`src/rtl/mips_pkg.sv`:
```
// Shared MIPS decode constants: opcodes, ALU operation classes, nop word and the control word layout.
package mips_pkg;

   localparam logic [5:0] OP_RTYPE = 6'h00;
   localparam logic [5:0] OP_LW    = 6'h23;
   localparam logic [5:0] OP_SW    = 6'h2B;
   localparam logic [5:0] OP_BEQ   = 6'h04;
   localparam logic [5:0] OP_ADDI  = 6'h08;
   localparam logic [5:0] OP_J     = 6'h02;

   localparam logic [1:0] ALU_OP_ADD   = 2'b00;
   localparam logic [1:0] ALU_OP_SUB   = 2'b01;
   localparam logic [1:0] ALU_OP_FUNCT = 2'b10;

   localparam logic [31:0] INSTR_NOP = 32'h0000_0000;

   typedef struct packed {
      logic       reg_dst;
      logic       alu_src;
      logic       mem_read;
      logic       mem_write;
      logic       mem_to_reg;
      logic       reg_write;
      logic       branch;
      logic       jump;
      logic [1:0] alu_op;
   } ctrl_t;

   localparam ctrl_t CTRL_NONE = '0;

endpackage

```
`src/rtl/id_decode_stage_if.sv`:
```
// Fetch-side, hazard-side and decoded-output signals of the IF/ID stage.
interface id_decode_stage_if;
   logic        if_valid;
   logic [31:0] if_instr;
   logic [31:0] if_pc4;
   logic        stall_in;
   logic        flush;
   logic        ex_mem_read;
   logic [4:0]  ex_rt;

   logic        if_stall;
   logic        id_valid;
   logic [31:0] id_pc4;
   logic [5:0]  opcode;
   logic [4:0]  rs;
   logic [4:0]  rt;
   logic [4:0]  rd;
   logic [4:0]  shamt;
   logic [5:0]  funct;
   logic [15:0] imm16;
   logic [25:0] jaddr;
   logic        reg_dst;
   logic        alu_src;
   logic        mem_read;
   logic        mem_write;
   logic        mem_to_reg;
   logic        reg_write;
   logic        branch;
   logic        jump;
   logic [1:0]  alu_op;
   logic        id_illegal;

   modport master (
      output if_valid, if_instr, if_pc4, stall_in, flush, ex_mem_read, ex_rt,
      input  if_stall, id_valid, id_pc4, opcode, rs, rt, rd, shamt, funct, imm16, jaddr,
      input  reg_dst, alu_src, mem_read, mem_write, mem_to_reg, reg_write, branch, jump,
      input  alu_op, id_illegal
   );

   modport slave (
      input  if_valid, if_instr, if_pc4, stall_in, flush, ex_mem_read, ex_rt,
      output if_stall, id_valid, id_pc4, opcode, rs, rt, rd, shamt, funct, imm16, jaddr,
      output reg_dst, alu_src, mem_read, mem_write, mem_to_reg, reg_write, branch, jump,
      output alu_op, id_illegal
   );
endinterface

```
`src/rtl/id_decode_stage_main_control.sv`:
```
// Main control: combinational opcode to control-word map; zero latency, no state.
module main_control
   import mips_pkg::*;
(
   input  logic [5:0] opcode,
   output ctrl_t      ctrl,
   output logic       known
);

   always_comb begin
      ctrl  = CTRL_NONE;
      known = 1'b1;
      case (opcode)
         OP_RTYPE: begin
            ctrl.reg_dst   = 1'b1;
            ctrl.reg_write = 1'b1;
            ctrl.alu_op    = ALU_OP_FUNCT;
         end
         OP_LW: begin
            ctrl.alu_src    = 1'b1;
            ctrl.mem_read   = 1'b1;
            ctrl.mem_to_reg = 1'b1;
            ctrl.reg_write  = 1'b1;
            ctrl.alu_op     = ALU_OP_ADD;
         end
         OP_SW: begin
            ctrl.alu_src   = 1'b1;
            ctrl.mem_write = 1'b1;
            ctrl.alu_op    = ALU_OP_ADD;
         end
         OP_BEQ: begin
            ctrl.branch = 1'b1;
            ctrl.alu_op = ALU_OP_SUB;
         end
         OP_ADDI: begin
            ctrl.alu_src   = 1'b1;
            ctrl.reg_write = 1'b1;
            ctrl.alu_op    = ALU_OP_ADD;
         end
         OP_J: ctrl.jump = 1'b1;
         default: known = 1'b0;
      endcase
   end

endmodule

```
`src/rtl/id_decode_stage.sv`:
```
// IF/ID register plus field/control decode; one cycle latency, holds on stall_in or load-use hazard.
// Load-use hazard detection is built only when ID_LOAD_USE_STALL_EN is defined; otherwise hazard is 0.
module id_decode_stage
   import mips_pkg::*;
#(
   parameter int unsigned ILLEGAL_TRAP = 0
) (
   input logic              clk,
   input logic              reset,
   id_decode_stage_if.slave bus
);

   logic [31:0] instr_q, instr_d;
   logic [31:0] pc4_q, pc4_d;
   logic        valid_q, valid_d;
   logic        hazard;
   logic        bubble;
   ctrl_t       ctrl_raw;
   logic        op_known;

   always_ff @(posedge clk or posedge reset) begin
      if (reset) begin
         instr_q <= INSTR_NOP;
         pc4_q   <= 32'h0;
         valid_q <= 1'b0;
      end else begin
         instr_q <= instr_d;
         pc4_q   <= pc4_d;
         valid_q <= valid_d;
      end
   end

   // Flush beats any hold; PC+4 is left alone because a bubble never uses it.
   always_comb begin
      instr_d = instr_q;
      pc4_d   = pc4_q;
      valid_d = valid_q;
      if (bus.flush) begin
         instr_d = INSTR_NOP;
         valid_d = 1'b0;
      end else if (!(bus.stall_in || hazard)) begin
         instr_d = bus.if_instr;
         pc4_d   = bus.if_pc4;
         valid_d = bus.if_valid;
      end
   end

`ifdef ID_LOAD_USE_STALL_EN
   logic uses_rt;
   always_comb begin
      uses_rt = (instr_q[31:26] == OP_RTYPE) || (instr_q[31:26] == OP_SW) ||
                (instr_q[31:26] == OP_BEQ);
      hazard  = bus.ex_mem_read && (bus.ex_rt != 5'd0) && valid_q &&
                ((bus.ex_rt == instr_q[25:21]) || (uses_rt && (bus.ex_rt == instr_q[20:16])));
   end
`else
   logic unused_ex;
   assign unused_ex = ^{bus.ex_mem_read, bus.ex_rt};
   assign hazard    = 1'b0;
`endif

   main_control u_main_control (
      .opcode (instr_q[31:26]),
      .ctrl   (ctrl_raw),
      .known  (op_known)
   );

   assign bubble = !valid_q || hazard;

   always_comb begin
      bus.reg_dst    = ctrl_raw.reg_dst    && !bubble;
      bus.alu_src    = ctrl_raw.alu_src    && !bubble;
      bus.mem_read   = ctrl_raw.mem_read   && !bubble;
      bus.mem_write  = ctrl_raw.mem_write  && !bubble;
      bus.mem_to_reg = ctrl_raw.mem_to_reg && !bubble;
      bus.reg_write  = ctrl_raw.reg_write  && !bubble;
      bus.branch     = ctrl_raw.branch     && !bubble;
      bus.jump       = ctrl_raw.jump       && !bubble;
      bus.alu_op     = bubble ? 2'b00 : ctrl_raw.alu_op;
      bus.id_illegal = (ILLEGAL_TRAP != 0) && !op_known && !bubble;
   end

   assign bus.if_stall = bus.stall_in || hazard;
   assign bus.id_valid = valid_q;
   assign bus.id_pc4   = pc4_q;
   assign bus.opcode   = instr_q[31:26];
   assign bus.rs       = instr_q[25:21];
   assign bus.rt       = instr_q[20:16];
   assign bus.rd       = instr_q[15:11];
   assign bus.shamt    = instr_q[10:6];
   assign bus.funct    = instr_q[5:0];
   assign bus.imm16    = instr_q[15:0];
   assign bus.jaddr    = instr_q[25:0];

endmodule

```
`src/flat_wrapper.sv`:
```
// flat-port wrapper written by rule: the top's interface ports become plain ports
module id_decode_stage_flat import mips_pkg::*;
#(
   parameter int unsigned ILLEGAL_TRAP = 0
)
  (clk, reset, bus_if_valid, bus_if_instr, bus_if_pc4, bus_stall_in, bus_flush, bus_ex_mem_read, bus_ex_rt, bus_if_stall, bus_id_valid, bus_id_pc4, bus_opcode, bus_rs, bus_rt, bus_rd, bus_shamt, bus_funct, bus_imm16, bus_jaddr, bus_reg_dst, bus_alu_src, bus_mem_read, bus_mem_write, bus_mem_to_reg, bus_reg_write, bus_branch, bus_jump, bus_alu_op, bus_id_illegal);
  id_decode_stage_if bus_i ();
  input logic clk;
  input logic reset;
  input wire logic [$bits(bus_i.if_valid)-1:0] bus_if_valid;
  input wire logic [$bits(bus_i.if_instr)-1:0] bus_if_instr;
  input wire logic [$bits(bus_i.if_pc4)-1:0] bus_if_pc4;
  input wire logic [$bits(bus_i.stall_in)-1:0] bus_stall_in;
  input wire logic [$bits(bus_i.flush)-1:0] bus_flush;
  input wire logic [$bits(bus_i.ex_mem_read)-1:0] bus_ex_mem_read;
  input wire logic [$bits(bus_i.ex_rt)-1:0] bus_ex_rt;
  output wire logic [$bits(bus_i.if_stall)-1:0] bus_if_stall;
  output wire logic [$bits(bus_i.id_valid)-1:0] bus_id_valid;
  output wire logic [$bits(bus_i.id_pc4)-1:0] bus_id_pc4;
  output wire logic [$bits(bus_i.opcode)-1:0] bus_opcode;
  output wire logic [$bits(bus_i.rs)-1:0] bus_rs;
  output wire logic [$bits(bus_i.rt)-1:0] bus_rt;
  output wire logic [$bits(bus_i.rd)-1:0] bus_rd;
  output wire logic [$bits(bus_i.shamt)-1:0] bus_shamt;
  output wire logic [$bits(bus_i.funct)-1:0] bus_funct;
  output wire logic [$bits(bus_i.imm16)-1:0] bus_imm16;
  output wire logic [$bits(bus_i.jaddr)-1:0] bus_jaddr;
  output wire logic [$bits(bus_i.reg_dst)-1:0] bus_reg_dst;
  output wire logic [$bits(bus_i.alu_src)-1:0] bus_alu_src;
  output wire logic [$bits(bus_i.mem_read)-1:0] bus_mem_read;
  output wire logic [$bits(bus_i.mem_write)-1:0] bus_mem_write;
  output wire logic [$bits(bus_i.mem_to_reg)-1:0] bus_mem_to_reg;
  output wire logic [$bits(bus_i.reg_write)-1:0] bus_reg_write;
  output wire logic [$bits(bus_i.branch)-1:0] bus_branch;
  output wire logic [$bits(bus_i.jump)-1:0] bus_jump;
  output wire logic [$bits(bus_i.alu_op)-1:0] bus_alu_op;
  output wire logic [$bits(bus_i.id_illegal)-1:0] bus_id_illegal;
  assign bus_i.if_valid = bus_if_valid;
  assign bus_i.if_instr = bus_if_instr;
  assign bus_i.if_pc4 = bus_if_pc4;
  assign bus_i.stall_in = bus_stall_in;
  assign bus_i.flush = bus_flush;
  assign bus_i.ex_mem_read = bus_ex_mem_read;
  assign bus_i.ex_rt = bus_ex_rt;
  assign bus_if_stall = bus_i.if_stall;
  assign bus_id_valid = bus_i.id_valid;
  assign bus_id_pc4 = bus_i.id_pc4;
  assign bus_opcode = bus_i.opcode;
  assign bus_rs = bus_i.rs;
  assign bus_rt = bus_i.rt;
  assign bus_rd = bus_i.rd;
  assign bus_shamt = bus_i.shamt;
  assign bus_funct = bus_i.funct;
  assign bus_imm16 = bus_i.imm16;
  assign bus_jaddr = bus_i.jaddr;
  assign bus_reg_dst = bus_i.reg_dst;
  assign bus_alu_src = bus_i.alu_src;
  assign bus_mem_read = bus_i.mem_read;
  assign bus_mem_write = bus_i.mem_write;
  assign bus_mem_to_reg = bus_i.mem_to_reg;
  assign bus_reg_write = bus_i.reg_write;
  assign bus_branch = bus_i.branch;
  assign bus_jump = bus_i.jump;
  assign bus_alu_op = bus_i.alu_op;
  assign bus_id_illegal = bus_i.id_illegal;
  id_decode_stage #(.ILLEGAL_TRAP(ILLEGAL_TRAP)) u_core (.clk(clk), .reset(reset), .bus(bus_i));
endmodule
```
`config.mk`:
```
export PLATFORM = sky130hd
export DESIGN_NAME = id_decode_stage_flat
export DESIGN_NICKNAME = d
export VERILOG_FILES = /design/src/rtl/mips_pkg.sv /design/src/rtl/id_decode_stage_if.sv /design/src/rtl/id_decode_stage_main_control.sv /design/src/rtl/id_decode_stage.sv /design/src/flat_wrapper.sv
export SDC_FILE = /design/constraint.sdc
export NUM_CORES = 1
export LEC_CHECK = 0
export BUFFER_PORTS_ARGS = -buffer_cell sky130_fd_sc_hd__buf_2
export CAP_MARGIN = 5
export CORE_ASPECT_RATIO = 1.1
export CORE_UTILIZATION = 47
export CTS_BUF_LIST = sky130_fd_sc_hd__clkbuf_8
export DETAILED_ROUTE_END_ITERATION = 8
export PLACE_DENSITY = 0.88
export SLEW_MARGIN = 20
export SYNTH_ARGS = -nofsm -noshare
export SYNTH_HDL_FRONTEND = slang
export SYNTH_SLANG_ARGS = --single-unit
```
`constraint.sdc`:
```
create_clock -name clk -period 3 [get_ports clk]
set_input_delay 0 -clock clk [delete_from_list [all_inputs] [get_ports clk]]
set_output_delay 0 -clock clk [all_outputs]
set_load 0.05 [all_outputs]
```
# After elaboration in Yosys (flattened, before gate mapping)

Cells that the tools add are included.

Equality and inequality tests: 6
Mux-type cells: 13
Bitwise operators: 2
Reductions and logical operators: 11

Operators by type and width:

| operator                                             | count |
|---|---|
| two-way mux 32 bit                                   | 2 |
| equality test 6 bit (second input constant)          | 2 |
| two-way mux 1 bit                                    | 9 |
| logical AND 1 bit                                    | 7 |
| equality test 6 x 2 -> 1 bit (second input constant) | 1 |
| equality test 6 x 3 -> 1 bit (second input constant) | 1 |
| equality test 6 x 4 -> 1 bit (second input constant) | 1 |
| logical NOT 6 bit                                    | 1 |
| OR reduction 3 bit                                   | 2 |
| case mux 2 bit (2 select lines)                      | 1 |
| two-way mux 2 bit                                    | 1 |
| != test 2 x 1 -> 1 bit (second input constant)       | 1 |
| NOT 1 bit                                            | 2 |
| AND reduction 2 bit                                  | 1 |

Register bits: 65
Bits of input ports: 75
Logic and storage cells: 35

# Depth between registers and ports, before layout

Word-level depth: 4
Depth in mapped cells: 4

# Modules after synthesis

Synthesis repeated with hierarchy kept, for this count alone.

Cell total of the unflattened synthesis: 254
Area total of the unflattened synthesis: 3286.9 um^2

By module, submodules not included:

| module          | instances | cells an instance | area an instance (um^2) | sequential area each (um^2) |
|---|---|---|---|---|
| id_decode_stage | 1         | 232               | 3105.5                  | 1626.6 |
| main_control    | 1         | 22                | 181.4                   | 0.0 |

# Worst setup path after synthesis

Ideal clock, no wire load.

Kind: register -> output
Start: reg u_core.instr_q[28]
End: out bus_alu_op[0]
Data arrival time: 2.319 ns
Required time: 3.000 ns
Path slack: 0.681 ns
Cell stages (with the launch flop): 4
Cells stage by stage: dfrtp_1 -> or4bb_2 -> nor2_1 -> buf_4

Longest elaborated chain between the ends: 3
Elaborated cells between the ends (all ways): 4
Classes of those cells: 1 x eq/ne; 2 x mux; 1 x reduce/logical

RTL lines:

| item                                                                     | RTL line                           | RTL |
|---|---|---|
| from (decl)                                                              | id_decode_stage.sv:13              | `logic [31:0] instr_q, instr_d;` |
| from (signal assigned)                                                   | id_decode_stage.sv:27              | `instr_q <= instr_d;` |
| equality test 6 x 3 -> 1 bit / logical NOT 6 bit (equally long branches) | --                                 |  |
| case mux 2 bit (2 select lines) (*)                                      | id_decode_stage_main_control.sv:13 | `case (opcode)` |
| two-way mux 2 bit (*)                                                    | id_decode_stage.sv:79              | `bus.alu_op = bubble ? 2'b00 : ctrl_raw.alu_op;` |
| to (decl)                                                                | flat_wrapper.sv:36                 | `output wire logic [$bits(bus_i.alu_op)-1:0] bus_alu_op;` |

Every way passes the cells marked *; elsewhere a longest branch is shown, timed or not.

# Worst setup path after layout

Start: reg u_core.instr_q[29]
End: out bus_alu_op[0]

Same word-level chain as after synthesis.

==> flow_summary.html <==
<table>
<tr><th>Metric</th><th>Value</th></tr>
<tr><th colspan="2">Timing</th></tr>
<tr><td>Achievable clock frequency</td><td>0.5333 GHz</td></tr>
<tr><td>Final setup fails</td><td>0</td></tr>
<tr><td>Final clock period utilization by the worst path</td><td>a little over three fifths</td></tr>
<tr><td>Aggregate negative setup slack</td><td>0 ns</td></tr>
<tr><td>Setup skew after layout</td><td>0 ns</td></tr>
<tr><td>Time the final worst path needs with I/O delays and setup</td><td>about 1.9 ns</td></tr>
<tr><td>Number of pins exceeding their max-slew limit in the final report</td><td>0</td></tr>
<tr><td>Worst slew pin tran</td><td>between 0.7 and 0.8 ns</td></tr>
<tr><td>Relative max-transition margin</td><td>48.92%</td></tr>
<tr><td>RSZ-0062 raised after global routing</td><td>false</td></tr>
<tr><td>Endpoints failing hold</td><td>0</td></tr>
<tr><td>Setup slack after layout</td><td>around 1.1 ns</td></tr>
<tr><th colspan="2">Floorplan</th></tr>
<tr><td>Core region area</td><td>roughly 0.0062 mm^2</td></tr>
<tr><td>Die X-Extent</td><td>between 70 and 80 um</td></tr>
<tr><td>Die Ht</td><td>between 80 and 90 um</td></tr>
<tr><td>Die outline area</td><td>about 0.0067 mm^2</td></tr>
<tr><td>Initial core utilization</td><td>approximately half</td></tr>
<tr><td>Std-Cell Rows</td><td>30</td></tr>
<tr><td>Top-level I/O count</td><td>about 190</td></tr>
<tr><th colspan="2">Route</th></tr>
<tr><td>Routed Antenna Nets</td><td>0</td></tr>
<tr><td>Wire length per cell after detailed routing</td><td>approximately 14 um</td></tr>
<tr><td>Met3 layer wire length in the routed design</td><td>518 um</td></tr>
<tr><td>Total DRC errors in the routed layout</td><td>0</td></tr>
<tr><td>Total via count in the routed design</td><td>2499</td></tr>
<tr><td>Uppermost layer routed</td><td>met4</td></tr>
<tr><td>DRC violation total after the first TritonRoute iteration</td><td>a little under 60</td></tr>
<tr><td>First-pass detailed-route iteration total</td><td>4</td></tr>
<tr><td>Post-DR vias/cell</td><td>about 4.7</td></tr>
<tr><td>Met2 routed WL</td><td>4093 um</td></tr>
<tr><td>Met1 wire length</td><td>around 2700 um</td></tr>
<tr><td>Post-detailed-routing wire length</td><td>between 7000 and 8000 um</td></tr>
<tr><th colspan="2">Placement</th></tr>
<tr><td>Number of input and output port buffers inserted</td><td>around 190</td></tr>
<tr><td>Placed instance area</td><td>0.003631 mm^2</td></tr>
<tr><td>RD Place Congestion</td><td>around 0.73</td></tr>
<tr><td>DP HPWL</td><td>~4500 um</td></tr>
<tr><td>Post-placement worst setup slack</td><td>~1.5 ns</td></tr>
<tr><th colspan="2">Setup path</th></tr>
<tr><td>Capture point of the worst path</td><td>bus_alu_op[0]</td></tr>
<tr><td>Reg-to-reg endpoint</td><td>u_core.instr_q[31]$_DFFE_PP0P_</td></tr>
<tr><td>Data required time of the critical path</td><td>around 3.0 ns</td></tr>
<tr><td>Category of the critical setup timing path</td><td>flop to primary output</td></tr>
<tr><td>Highest net fanout along the worst path</td><td>7</td></tr>
<tr><td>Worst reg-to-reg path cell count</td><td>2</td></tr>
<tr><td>RR Startpoint</td><td>u_core.instr_q[31]$_DFFE_PP0P_</td></tr>
<tr><td>Setup slack of the most critical reg-to-reg path</td><td>2.17 ns</td></tr>
<tr><td>Worst setup startpoint</td><td>u_core.instr_q[29]$_DFFE_PP0P_</td></tr>
<tr><td>Crit. End Element</td><td>primary output</td></tr>
<tr><td>Critical path startpoint category</td><td>flop</td></tr>
<tr><td>Data arrival time of the critical path</td><td>approximately 1.9 ns</td></tr>
<tr><th colspan="2">Synth</th></tr>
<tr><td>Net count of the mapped netlist</td><td>314</td></tr>
<tr><td>Number of distinct library cell variants in the gate-level netlist after synthesis</td><td>21</td></tr>
<tr><td>Post-synthesis instance area</td><td>about 0.003 mm^2</td></tr>
<tr><td>Post-synthesis instance total</td><td>239</td></tr>
<tr><td>Post-Synthesis Mean Instance Area</td><td>approximately 13 um^2</td></tr>
<tr><td>Number of storage elements in the synthesis netlist</td><td>65</td></tr>
<tr><td>Proportion of synthesized chip area in sequential cells</td><td>between 50% and 60%</td></tr>
<tr><td>Number of synthesis warnings</td><td>0</td></tr>
<tr><th colspan="2">Cells and area</th></tr>
<tr><td>Nets@finish</td><td>523</td></tr>
<tr><td>Area of all sequential standard cells</td><td>0.001627 mm^2</td></tr>
<tr><td>Total non-filler cell area in the finished layout</td><td>around 0.0045 mm^2</td></tr>
<tr><td>Multi-input combinational cell area</td><td>943.4 um^2</td></tr>
<tr><td>ANT cells</td><td>0</td></tr>
<tr><td>Most frequent cells in the layout</td><td>186 x buf_2, 66 x dlygate4sd3_1, 65 x dfrtp_1, 37 x nor2_1, 33 x mux2i_1</td></tr>
<tr><td>Fill cells</td><td>around 420</td></tr>
<tr><td>Commonest non-fill, non-tap cell in the layout</td><td>buf_2</td></tr>
<tr><td>Area overhead of the layout relative to synthesis</td><td>51.03%</td></tr>
<tr><td>Layout cells sized above 1</td><td>52.54%</td></tr>
<tr><th colspan="2">Clocking</th></tr>
<tr><td>Clock tree from TritonCTS</td><td>yes</td></tr>
<tr><td>Post-CTS clock slew at the launch and capture registers of the worst setup and hold paths</td><td>0.06 ns</td></tr>
<tr><td>Clock Tree Root</td><td>clkbuf_8</td></tr>
<tr><td>H-tree depth reported by CTS</td><td>3</td></tr>
<tr><td>Number of buffers added by the clock tree synthesis step</td><td>9</td></tr>
<tr><td>Insertion delay to the later sink of the worst-skew pair</td><td>0.33 ns</td></tr>
<tr><td>Max clock buf depth</td><td>2</td></tr>
<tr><td>Number of sinks driven by the clock tree</td><td>65</td></tr>
<tr><th colspan="2">Worst hold path</th></tr>
<tr><td>Min-delay worst type</td><td>input pin to flop</td></tr>
<tr><td>Hold Path Cell Cnt</td><td>3</td></tr>
<tr><th colspan="2">Global routing</th></tr>
<tr><td>Largest net degree at the start of global routing</td><td>39</td></tr>
<tr><td>Tot GR Track Use</td><td>between 20% and 30%</td></tr>
<tr><td>Grt total ovfl</td><td>0</td></tr>
<tr><td>Number of global-route vias before repair</td><td>around 2500</td></tr>
<tr><td>Antenna violations before repair</td><td>0</td></tr>
<tr><td>Wire length of the first global-routing pass</td><td>around 12000 um</td></tr>
<tr><th colspan="2">Job</th></tr>
<tr><td>Max-capacitance violation count</td><td>0</td></tr>
<tr><th colspan="2">Status</th></tr>
<tr><td>Status</td><td>complete, no violations</td></tr>
<tr><th colspan="2">Pwr</th></tr>
<tr><td>Power density over the cells</td><td>about 600 mW/mm^2</td></tr>
<tr><td>Cell leakage power</td><td>approximately 2.5 nW</td></tr>
<tr><td>Worst IR Drop VDD</td><td>roughly 0.00043 V</td></tr>
</table>
## Yosys cell counts
cell type,instances,area share (%)
nor2_1,37,4.6
or3b_2,1,0.29
buf_4,52,13
mux2_1,2,0.75
nor3_1,1,0.17
mux2_2,30,11
clkbuf_1,3,0.38
nand4b_1,1,0.29
or4b_4,1,0.46
nor4b_4,1,0.80
or4bb_2,1,0.42
nor2_2,1,0.21
or4b_1,1,0.33
a21oi_1,2,0.33
or3_1,1,0.21
mux2i_1,33,11
nand3_1,1,0.17
inv_1,2,0.25
conb_1,1,0.13
dfrtp_1,65,54
buf_2,2,0.33
## per-stage QoR
step | instances | util [%] | hold WS (ns) | total power [mW]
3_5_place_dp | 451 | 58.98 | 0.1833 | 1.830
3_3_place_gp | 451 | 58.98 | 0.1711 | 1.815
6_report | 533 | 73.33 | 0.1659 | 2.702
5_1_grt | 533 | 73.33 | 0.1787 | 2.806
4_1_cts | 533 | 73.33 | 0.1521 | 2.715
2_1_floorplan | 239 | - | 0.1347 | 1.678
## kinds of logic after synthesis
logic type | share of synthesized area (%)
simple gates | 7.995
compound gates | 0.3349
buf+inv | 14.02
flops | 54.42
other cells | 0.1255
mux | 23.11
## state kept, by name, indices dropped and copies added (netlist names)
name	cells
u_core.bus.id_valid	1
u_core.bus.id_pc4	32
u_core.instr_q	32
## report_power, final
part           switching (mW)  leakage [nW]  internal (mW)  total (mW)
Combinational           0.611          1.54          0.256       0.867
Clock                   0.308         0.123          0.505       0.812
Sequential             0.0575         0.813          0.966        1.02
## layer usage
layer  vias up  global-route usage [%]
met5         -                       0
met4         0                   11.95
met3        17                   5.745
met2       125                   43.77
met1      1188                   22.70
li1       1169                       -
## what timing repair did
item	in CTS	in global routing
buffers inserted	0	0
hold buffers	66	0
hold endpoints to repair	102	0
resized for setup	0	0
## critical path, stage by stage, from the launching register on
cell	delay, ns
dfrtp_1	0.44
or4bb_2	0.64
nor2_1	0.17
buf_2	0.30
## layout make-up
class	instances	area share [%]
flip-flops and latches	65	36.03
repair buffers	255	35.75
multi-input cells	115	20.90
clock buffers	11	3.354
well taps	80	2.217
clock inverters	5	1.580
inverters	2	0.1663
## how the worst min path moves through the flow
stage / startpoint / slack [ns] / end
3_5_place_dp: reset / 0.18 / u_core.bus.id_pc4[31]$_DFFE_PP0P_
6_report: bus_stall_in / 0.17 / u_core.instr_q[10]$_DFFE_PP0P_
5_1_grt: bus_stall_in / 0.18 / u_core.instr_q[10]$_DFFE_PP0P_
4_1_cts: bus_stall_in / 0.15 / u_core.instr_q[13]$_DFFE_PP0P_
3_3_place_gp: reset / 0.17 / u_core.bus.id_pc4[1]$_DFFE_PP0P_
2_1_floorplan: bus_if_pc4[31] / 0.13 / u_core.bus.id_pc4[31]$_DFFE_PP0P_
Power figures use the tool's default switching activity.
